<file path="config.mk">
export PLATFORM = sky130hd
export DESIGN_NAME = pipe_stage_reg_flat
export DESIGN_NICKNAME = d
export VERILOG_FILES = /design/src/rtl/pipe_stage_reg_if.sv /design/src/rtl/pipe_stage_reg.sv /design/src/flat_wrapper.sv
export SDC_FILE = /design/constraint.sdc
export NUM_CORES = 1
export LEC_CHECK = 0
export CAP_MARGIN = 25
export CORE_MARGIN = 8
export CORE_UTILIZATION = 35
export DETAILED_ROUTE_END_ITERATION = 6
export PLACE_DENSITY = 0.77
export SLEW_MARGIN = 40
export SYNTH_ARGS = -nofsm -noshare
export SYNTH_HDL_FRONTEND = slang
export SYNTH_SLANG_ARGS = --single-unit
</file>
<file path="constraint.sdc">
create_clock -name clk -period 1.9 [get_ports clk]
set_input_delay 0.285 -clock clk [delete_from_list [all_inputs] [get_ports clk]]
set_output_delay 0.285 -clock clk [all_outputs]
set_load 0.03 [all_outputs]
</file>
<file path="src/rtl/pipe_stage_reg_if.sv">
// pipe_stage_reg_if
//   Groups the upstream (in_*) and downstream (out_*) valid/ready channels of
//   one pipeline stage.
//   Modports:
//     slave  - the pipeline stage: consumes in_*, produces out_*
//     master - the surrounding pipeline: produces in_*, consumes out_*
//   Signals:
//     in_valid/in_ready/in_data/in_ctrl     upstream transfer
//     out_valid/out_ready/out_data/out_ctrl downstream transfer
interface pipe_stage_reg_if #(
    parameter int unsigned DATA_W = 16,
    parameter int unsigned CTRL_W = 8
);
    logic              in_valid;
    logic              in_ready;
    logic [DATA_W-1:0] in_data;
    logic [CTRL_W-1:0] in_ctrl;
    logic              out_valid;
    logic              out_ready;
    logic [DATA_W-1:0] out_data;
    logic [CTRL_W-1:0] out_ctrl;

    modport slave (
        input  in_valid, in_data, in_ctrl, out_ready,
        output in_ready, out_valid, out_data, out_ctrl
    );

    modport master (
        output in_valid, in_data, in_ctrl, out_ready,
        input  in_ready, out_valid, out_data, out_ctrl
    );
endinterface

</file>
<file path="src/rtl/pipe_stage_reg.sv">
// pipe_stage_reg
//   Pipeline register stage with valid/ready handshake, hazard stall, flush,
//   occupancy report and a saturating downstream-bubble counter.
//   Optional macro PIPE_STAGE_SKID_EN adds a skid entry behind the head and
//   makes in_ready a registered signal.
//   Ports:
//     clk        in   clock, rising edge
//     rst        in   synchronous active-high reset
//     bus        slave modport of pipe_stage_reg_if (in_* / out_* channels)
//     stall      in   hazard hold, blocks acceptance only
//     flush      in   squash all held entries at the next edge
//     occupancy  out  number of valid entries held (0..1, 0..2 with skid)
//     bubble_cnt out  saturating count of cycles with out_ready & ~out_valid
module pipe_stage_reg #(
    parameter int unsigned       DATA_W   = 16,
    parameter int unsigned       CTRL_W   = 8,
    parameter logic [CTRL_W-1:0] CTRL_NOP = '0
) (
    input  logic                   clk,
    input  logic                   rst,
    pipe_stage_reg_if.slave        bus,
    input  logic                   stall,
    input  logic                   flush,
    output logic [1:0]             occupancy,
    output logic [15:0]            bubble_cnt
);

    logic              r_head_valid;
    logic [DATA_W-1:0] r_head_data;
    logic [CTRL_W-1:0] r_head_ctrl;
    logic [15:0]       r_bubble_cnt;
    logic              w_in_xfer;
    logic              w_out_xfer;

    assign w_in_xfer  = bus.in_valid & bus.in_ready;
    assign w_out_xfer = r_head_valid & bus.out_ready;

    // Empty head always holds zero data and CTRL_NOP, so outputs need no muxing.
    assign bus.out_valid = r_head_valid;
    assign bus.out_data  = r_head_data;
    assign bus.out_ctrl  = r_head_ctrl;

`ifdef PIPE_STAGE_SKID_EN
    logic              r_skid_valid;
    logic [DATA_W-1:0] r_skid_data;
    logic [CTRL_W-1:0] r_skid_ctrl;
    logic              r_rdy;
    logic              w_head_valid_nxt;
    logic [DATA_W-1:0] w_head_data_nxt;
    logic [CTRL_W-1:0] w_head_ctrl_nxt;
    logic              w_skid_valid_nxt;
    logic [DATA_W-1:0] w_skid_data_nxt;
    logic [CTRL_W-1:0] w_skid_ctrl_nxt;

    // Registered ready breaks the combinational path from out_ready.
    assign bus.in_ready = r_rdy & ~flush & ~rst;
    assign occupancy    = {1'b0, r_head_valid} + {1'b0, r_skid_valid};

    always_comb begin
        w_head_valid_nxt = r_head_valid;
        w_head_data_nxt  = r_head_data;
        w_head_ctrl_nxt  = r_head_ctrl;
        w_skid_valid_nxt = r_skid_valid;
        w_skid_data_nxt  = r_skid_data;
        w_skid_ctrl_nxt  = r_skid_ctrl;
        if (!r_head_valid || w_out_xfer) begin
            // Head is free this edge: skid entry (older) moves up first.
            if (r_skid_valid) begin
                w_head_valid_nxt = 1'b1;
                w_head_data_nxt  = r_skid_data;
                w_head_ctrl_nxt  = r_skid_ctrl;
                w_skid_valid_nxt = w_in_xfer;
                w_skid_data_nxt  = w_in_xfer ? bus.in_data : '0;
                w_skid_ctrl_nxt  = w_in_xfer ? bus.in_ctrl : CTRL_NOP;
            end else if (w_in_xfer) begin
                w_head_valid_nxt = 1'b1;
                w_head_data_nxt  = bus.in_data;
                w_head_ctrl_nxt  = bus.in_ctrl;
            end else begin
                w_head_valid_nxt = 1'b0;
                w_head_data_nxt  = '0;
                w_head_ctrl_nxt  = CTRL_NOP;
            end
        end else if (w_in_xfer && !r_skid_valid) begin
            w_skid_valid_nxt = 1'b1;
            w_skid_data_nxt  = bus.in_data;
            w_skid_ctrl_nxt  = bus.in_ctrl;
        end
    end

    always_ff @(posedge clk) begin
        if (rst || flush) begin
            r_head_valid <= 1'b0;
            r_head_data  <= '0;
            r_head_ctrl  <= CTRL_NOP;
            r_skid_valid <= 1'b0;
            r_skid_data  <= '0;
            r_skid_ctrl  <= CTRL_NOP;
            r_rdy        <= ~stall;
        end else begin
            r_head_valid <= w_head_valid_nxt;
            r_head_data  <= w_head_data_nxt;
            r_head_ctrl  <= w_head_ctrl_nxt;
            r_skid_valid <= w_skid_valid_nxt;
            r_skid_data  <= w_skid_data_nxt;
            r_skid_ctrl  <= w_skid_ctrl_nxt;
            r_rdy        <= ~w_skid_valid_nxt & ~stall;
        end
    end
`else
    assign bus.in_ready = ~rst & ~stall & ~flush & (~r_head_valid | bus.out_ready);
    assign occupancy    = {1'b0, r_head_valid};

    always_ff @(posedge clk) begin
        if (rst || flush) begin
            r_head_valid <= 1'b0;
            r_head_data  <= '0;
            r_head_ctrl  <= CTRL_NOP;
        end else if (w_in_xfer) begin
            r_head_valid <= 1'b1;
            r_head_data  <= bus.in_data;
            r_head_ctrl  <= bus.in_ctrl;
        end else if (w_out_xfer) begin
            r_head_valid <= 1'b0;
            r_head_data  <= '0;
            r_head_ctrl  <= CTRL_NOP;
        end
    end
`endif

    // Flush deliberately does not touch the bubble counter.
    always_ff @(posedge clk) begin
        if (rst) begin
            r_bubble_cnt <= '0;
        end else if (bus.out_ready && !r_head_valid && (r_bubble_cnt != 16'hFFFF)) begin
            r_bubble_cnt <= r_bubble_cnt + 16'd1;
        end
    end

    assign bubble_cnt = r_bubble_cnt;

endmodule
</file>
<file path="src/flat_wrapper.sv">
// flat-port wrapper written by rule: the top's interface ports become plain ports
module pipe_stage_reg_flat 
#(
    parameter int unsigned       DATA_W   = 16,
    parameter int unsigned       CTRL_W   = 8,
    parameter logic [CTRL_W-1:0] CTRL_NOP = '0
)
  (clk, rst, stall, flush, occupancy, bubble_cnt, bus_in_valid, bus_in_data, bus_in_ctrl, bus_out_ready, bus_in_ready, bus_out_valid, bus_out_data, bus_out_ctrl);
  pipe_stage_reg_if #(.DATA_W(DATA_W), .CTRL_W(CTRL_W)) bus_i ();
  input  logic clk;
  input  logic rst;
  input  logic stall;
  input  logic flush;
  output logic [1:0] occupancy;
  output logic [15:0] bubble_cnt;
  input wire logic [$bits(bus_i.in_valid)-1:0] bus_in_valid;
  input wire logic [$bits(bus_i.in_data)-1:0] bus_in_data;
  input wire logic [$bits(bus_i.in_ctrl)-1:0] bus_in_ctrl;
  input wire logic [$bits(bus_i.out_ready)-1:0] bus_out_ready;
  output wire logic [$bits(bus_i.in_ready)-1:0] bus_in_ready;
  output wire logic [$bits(bus_i.out_valid)-1:0] bus_out_valid;
  output wire logic [$bits(bus_i.out_data)-1:0] bus_out_data;
  output wire logic [$bits(bus_i.out_ctrl)-1:0] bus_out_ctrl;
  assign bus_i.in_valid = bus_in_valid;
  assign bus_i.in_data = bus_in_data;
  assign bus_i.in_ctrl = bus_in_ctrl;
  assign bus_i.out_ready = bus_out_ready;
  assign bus_in_ready = bus_i.in_ready;
  assign bus_out_valid = bus_i.out_valid;
  assign bus_out_data = bus_i.out_data;
  assign bus_out_ctrl = bus_i.out_ctrl;
  pipe_stage_reg #(.DATA_W(DATA_W), .CTRL_W(CTRL_W), .CTRL_NOP(CTRL_NOP)) u_core (.clk(clk), .rst(rst), .bus(bus_i), .stall(stall), .flush(flush), .occupancy(occupancy), .bubble_cnt(bubble_cnt));
endmodule
</file>
==> metrics.md <==
| Metric | Value |
|---|---|
| Outcome | `finished clean` |
| Vias in the first global route | `1840` |
| Post-route cell area | `approximately 2800 um2` |
| Total clock sinks | `41` |
| Die height | `approximately 86 um` |
| CORE AREA | `roughly 4700 um2` |
| Peak supply drop | `~0.36 mV` |
| Max-Cap Viols | `0` |
| Total power | `between 1500 and 2000 uW` |
| Ant. Diodes | `0` |
| RSZ-0062 raised after global routing | `yes` |
| Die ar. | `roughly 7400 um2` |
| Vias per Instance | `5.16` |
| Setup-failing EPs final | `0` |
| Synth Cell Area | `1720 um2` |
| I/O pin count | `74` |
| Fin. Hold Viols | `0` |
| Post-synthesis sequential area ratio | `approximately 48%` |
| Final Util | `58.4%` |
| CP startpoint kind | `register` |
| Worst Path Required | `roughly 2.1 ns` |
| Synthesis Warnings | `0` |
| R2R depth | `4` |
| Clock slew at reported path FFs | `around 0.08 ns` |
| Vias | `1781` |
| Syn nets | `approximately 220` |
| Cells after Synth | `roughly 190` |
| Hold crit path type | `reg2reg` |
| Nets | `approximately 300` |
| Asr flop ratio synth | `0%` |
| Leakage | `~0.00093 uW` |
| Comb pwr share | `11.3%` |
| Final worst path period share | `a little over nine tenths` |
| Clock share of power | `34.3%` |
| DP HPWL | `between 3000 and 4000 um` |
| GRT overflow | `0` |
| GPL Wtd Cong | `around 0.84` |
| Total global-route track usage | `14.1%` |
| Area after DPL | `roughly 2600 um2` |
| Area growth syn-to-layout | `60.5%` |
| Worst Hold Launch | `u_core.bubble_cnt[1]$_SDFFE_PP0P_` |
| CTS tree | `done` |
| Crit. End Element | `register` |
| Largest net degree at the start of global routing | `25` |
| Avg WL per Cell | `~15 um` |
| Number of flops mapped to enable cells by yosys | `0` |
| WL final | `5040 um` |
| Max H-tree Level | `2` |
| Predominant post-synthesis flop cell | `dfxtp_1` |
| Synth Area per Inst | `a little over 9 um2` |
| Num rows | `25` |
| ANT nets after route | `0` |
| Hold Crit Endpoint | `u_core.bubble_cnt[1]$_SDFFE_PP0P_` |
| RR Startpoint | `u_core.bus.out_valid$_SDFFE_PP0P_` |
| CTS Hold Bufs | `0` |
| Hold Path Depth | `2` |
| DRC viols | `0` |
| Clock Path Buffers | `2` |
| Switching power | `386 uW` |
| First-pass GRT wire length | `about 8400 um` |
| Netlist cell types | `41` |
| TritonRoute pass-1 iters | `4` |
| Pwr Density | `between 500 and 600 nW/um2` |
| Die X | `between 80 and 90 um` |
| F_max | `538 MHz` |
| 1st-iter DRT viols | `64` |
| Max Slew Vio Count | `0` |
| CTS Root Buffer Type | `clkbuf_8` |
| Critical path type | `reg2reg` |
| Worst-Skew Late Latency | `just under 0.3 ns` |
| Data arrival, critical path | `around 2.1 ns` |
| Initial Util | `36.4%` |
| Worst-path fanout max | `5` |
| Reg-to-reg slack, setup | `roughly 0.042 ns` |
| Switching Fraction | `between 20% and 30%` |
| CTS buffer count | `5` |
| Clock skew | `slightly above 0.006 ns` |
| Buffers on Ports | `between 70 and 80` |
| Post-CTS Setup Inserts | `0` |
| Flops & latches, synth | `a little over 40` |
| Flop pwr share | `a little over half` |
| Initial antenna violation count | `0` |
| Internal power | `1220 uW` |
| R2r endpoint | `u_core.bubble_cnt[13]$_SDFFE_PP0P_` |
| Share of cells above drive strength 1 | `about 18%` |
| Sum Neg Setup Slack | `0 ns` |
| Min cycle time layout | `about 1.9 ns` |
## timing repair
| action | 4_1_cts | 5_1_grt |
|---|---|---|
| endpoints found under the hold margin | 0 | 0 |
| pin swaps | 1 | 3 |
| gates cloned | 0 | 0 |
| setup endpoints to repair | 1 | 2 |
| gates resized for setup | 3 | 6 |
## power by group through the flow
stage / clock [uW] / sequential (uW) / combinational [uW]
2_1_floorplan: 0 / 912 / 56.1
3_3_place_gp: 0 / 895 / 175
3_5_place_dp: 0 / 895 / 178
4_1_cts: 583 / 875 / 181
5_1_grt: 608 / 877 / 196
6_report: 553 / 876 / 182
## Yosys cell counts (3+ instances only)
library cell  count  area [um2]
o31ai_1           5        37.5
or4_1             5        37.5
a21oi_1           8        40.0
nor4_1            4        25.0
o21ai_0           3        15.0
nand4_1           4        25.0
dfxtp_1          41         821
clkbuf_1          4        15.0
inv_1             5        18.8
buf_2             5        25.0
or2_2             3        18.8
a22oi_1          24         180
nor3_1            4        20.0
nor2_1           29         109
nand2_1          10        37.5
## metrics by stage
stage	instances	hold WS (ns)	setup slack (ns)
3_3_place_gp	337	0.479	-0.176
4_1_cts	345	0.507	0.0176
2_1_floorplan	188	0.448	0.0118
6_report	345	0.488	0.0417
5_1_grt	345	0.500	-0.00625
3_5_place_dp	337	0.486	-0.265
## worst max path at each step
stage                                      startpoint                            endpoint  slack [ns]
floorplan           u_core.bubble_cnt[9]$_SDFFE_PP0P_  u_core.bubble_cnt[15]$_SDFFE_PP0P_        0.01
global placement                        bus_out_ready  u_core.bubble_cnt[13]$_SDFFE_PP0P_       -0.18
detailed placement                      bus_out_ready  u_core.bubble_cnt[13]$_SDFFE_PP0P_       -0.26
CTS                                               rst                        bus_in_ready        0.02
global route        u_core.bus.out_valid$_SDFFE_PP0P_  u_core.bubble_cnt[13]$_SDFFE_PP0P_      -0.006
finish              u_core.bus.out_valid$_SDFFE_PP0P_  u_core.bubble_cnt[13]$_SDFFE_PP0P_        0.04
## state kept, by name, indices dropped and copies added (netlist names)
signal                count
u_core.bus.out_valid      1
u_core.bus.out_ctrl       8
u_core.bubble_cnt        16
u_core.bus.out_data      16
## per-layer routing
| layer | global-route usage (%) | part of all wire (%) | vias up |
|---|---|---|---|
| met5 | 0 | 0 | - |
| met4 | 4.94 | 1.6 | 0 |
| met3 | 8.60 | 13 | 8 |
| met2 | 23.1 | 45 | 68 |
| met1 | 14.5 | 40 | 829 |
| li1 | - | - | 876 |
## critical path, cell delays in order (launching register included)
cell,delay [ns]
dfxtp_1,0.31
nand4b_1,0.21
or4_4,0.57
or4_1,0.54
a21oi_1,0.16
## area by class of cell
cell class	count	area, um2
clock inverter	2	10.0
tap	67	83.8
timing repair buffer	93	902
clock buffer	6	72.6
sequential	41	832
fill	449	1970
multi-input combinational	131	837
inverter	5	18.8
## cells by family (layout without fill, tap and decap cells)
logic type               Yosys count  count (layout)  synth area share [%]
AO/OA/AOI/OAI                     49              49                  20.5
XOR/XNOR                           1               1                 0.510
adder cells (fa/ha/maj)            1               1                 0.728
buffers and inverters             16             106                  4.30
flip-flops                        41              41                  47.8
multiplexers                       3               3                  1.82
other                              1               1                 0.218
AND/OR/NAND/NOR                   76              76                  24.2
## cells in the final DEF, fill, tap and decap left out, types with 3 or more instances in the layout
cell,synthesis,final
o21ai_0,3,3
nor3_1,4,3
buf_4,2,19
nor4_1,4,4
nor2_1,29,29
dfxtp_1,41,32
dfxtp_2,0,9
a22oi_1,24,24
inv_1,5,5
or4_1,5,5
clkdlybuf4s50_1,0,70
o31ai_1,5,5
clkbuf_8,0,5
nand4_1,4,4
nand2_1,10,10
a21oi_1,8,8
Note: power is estimated with default switching activity, not from simulation.
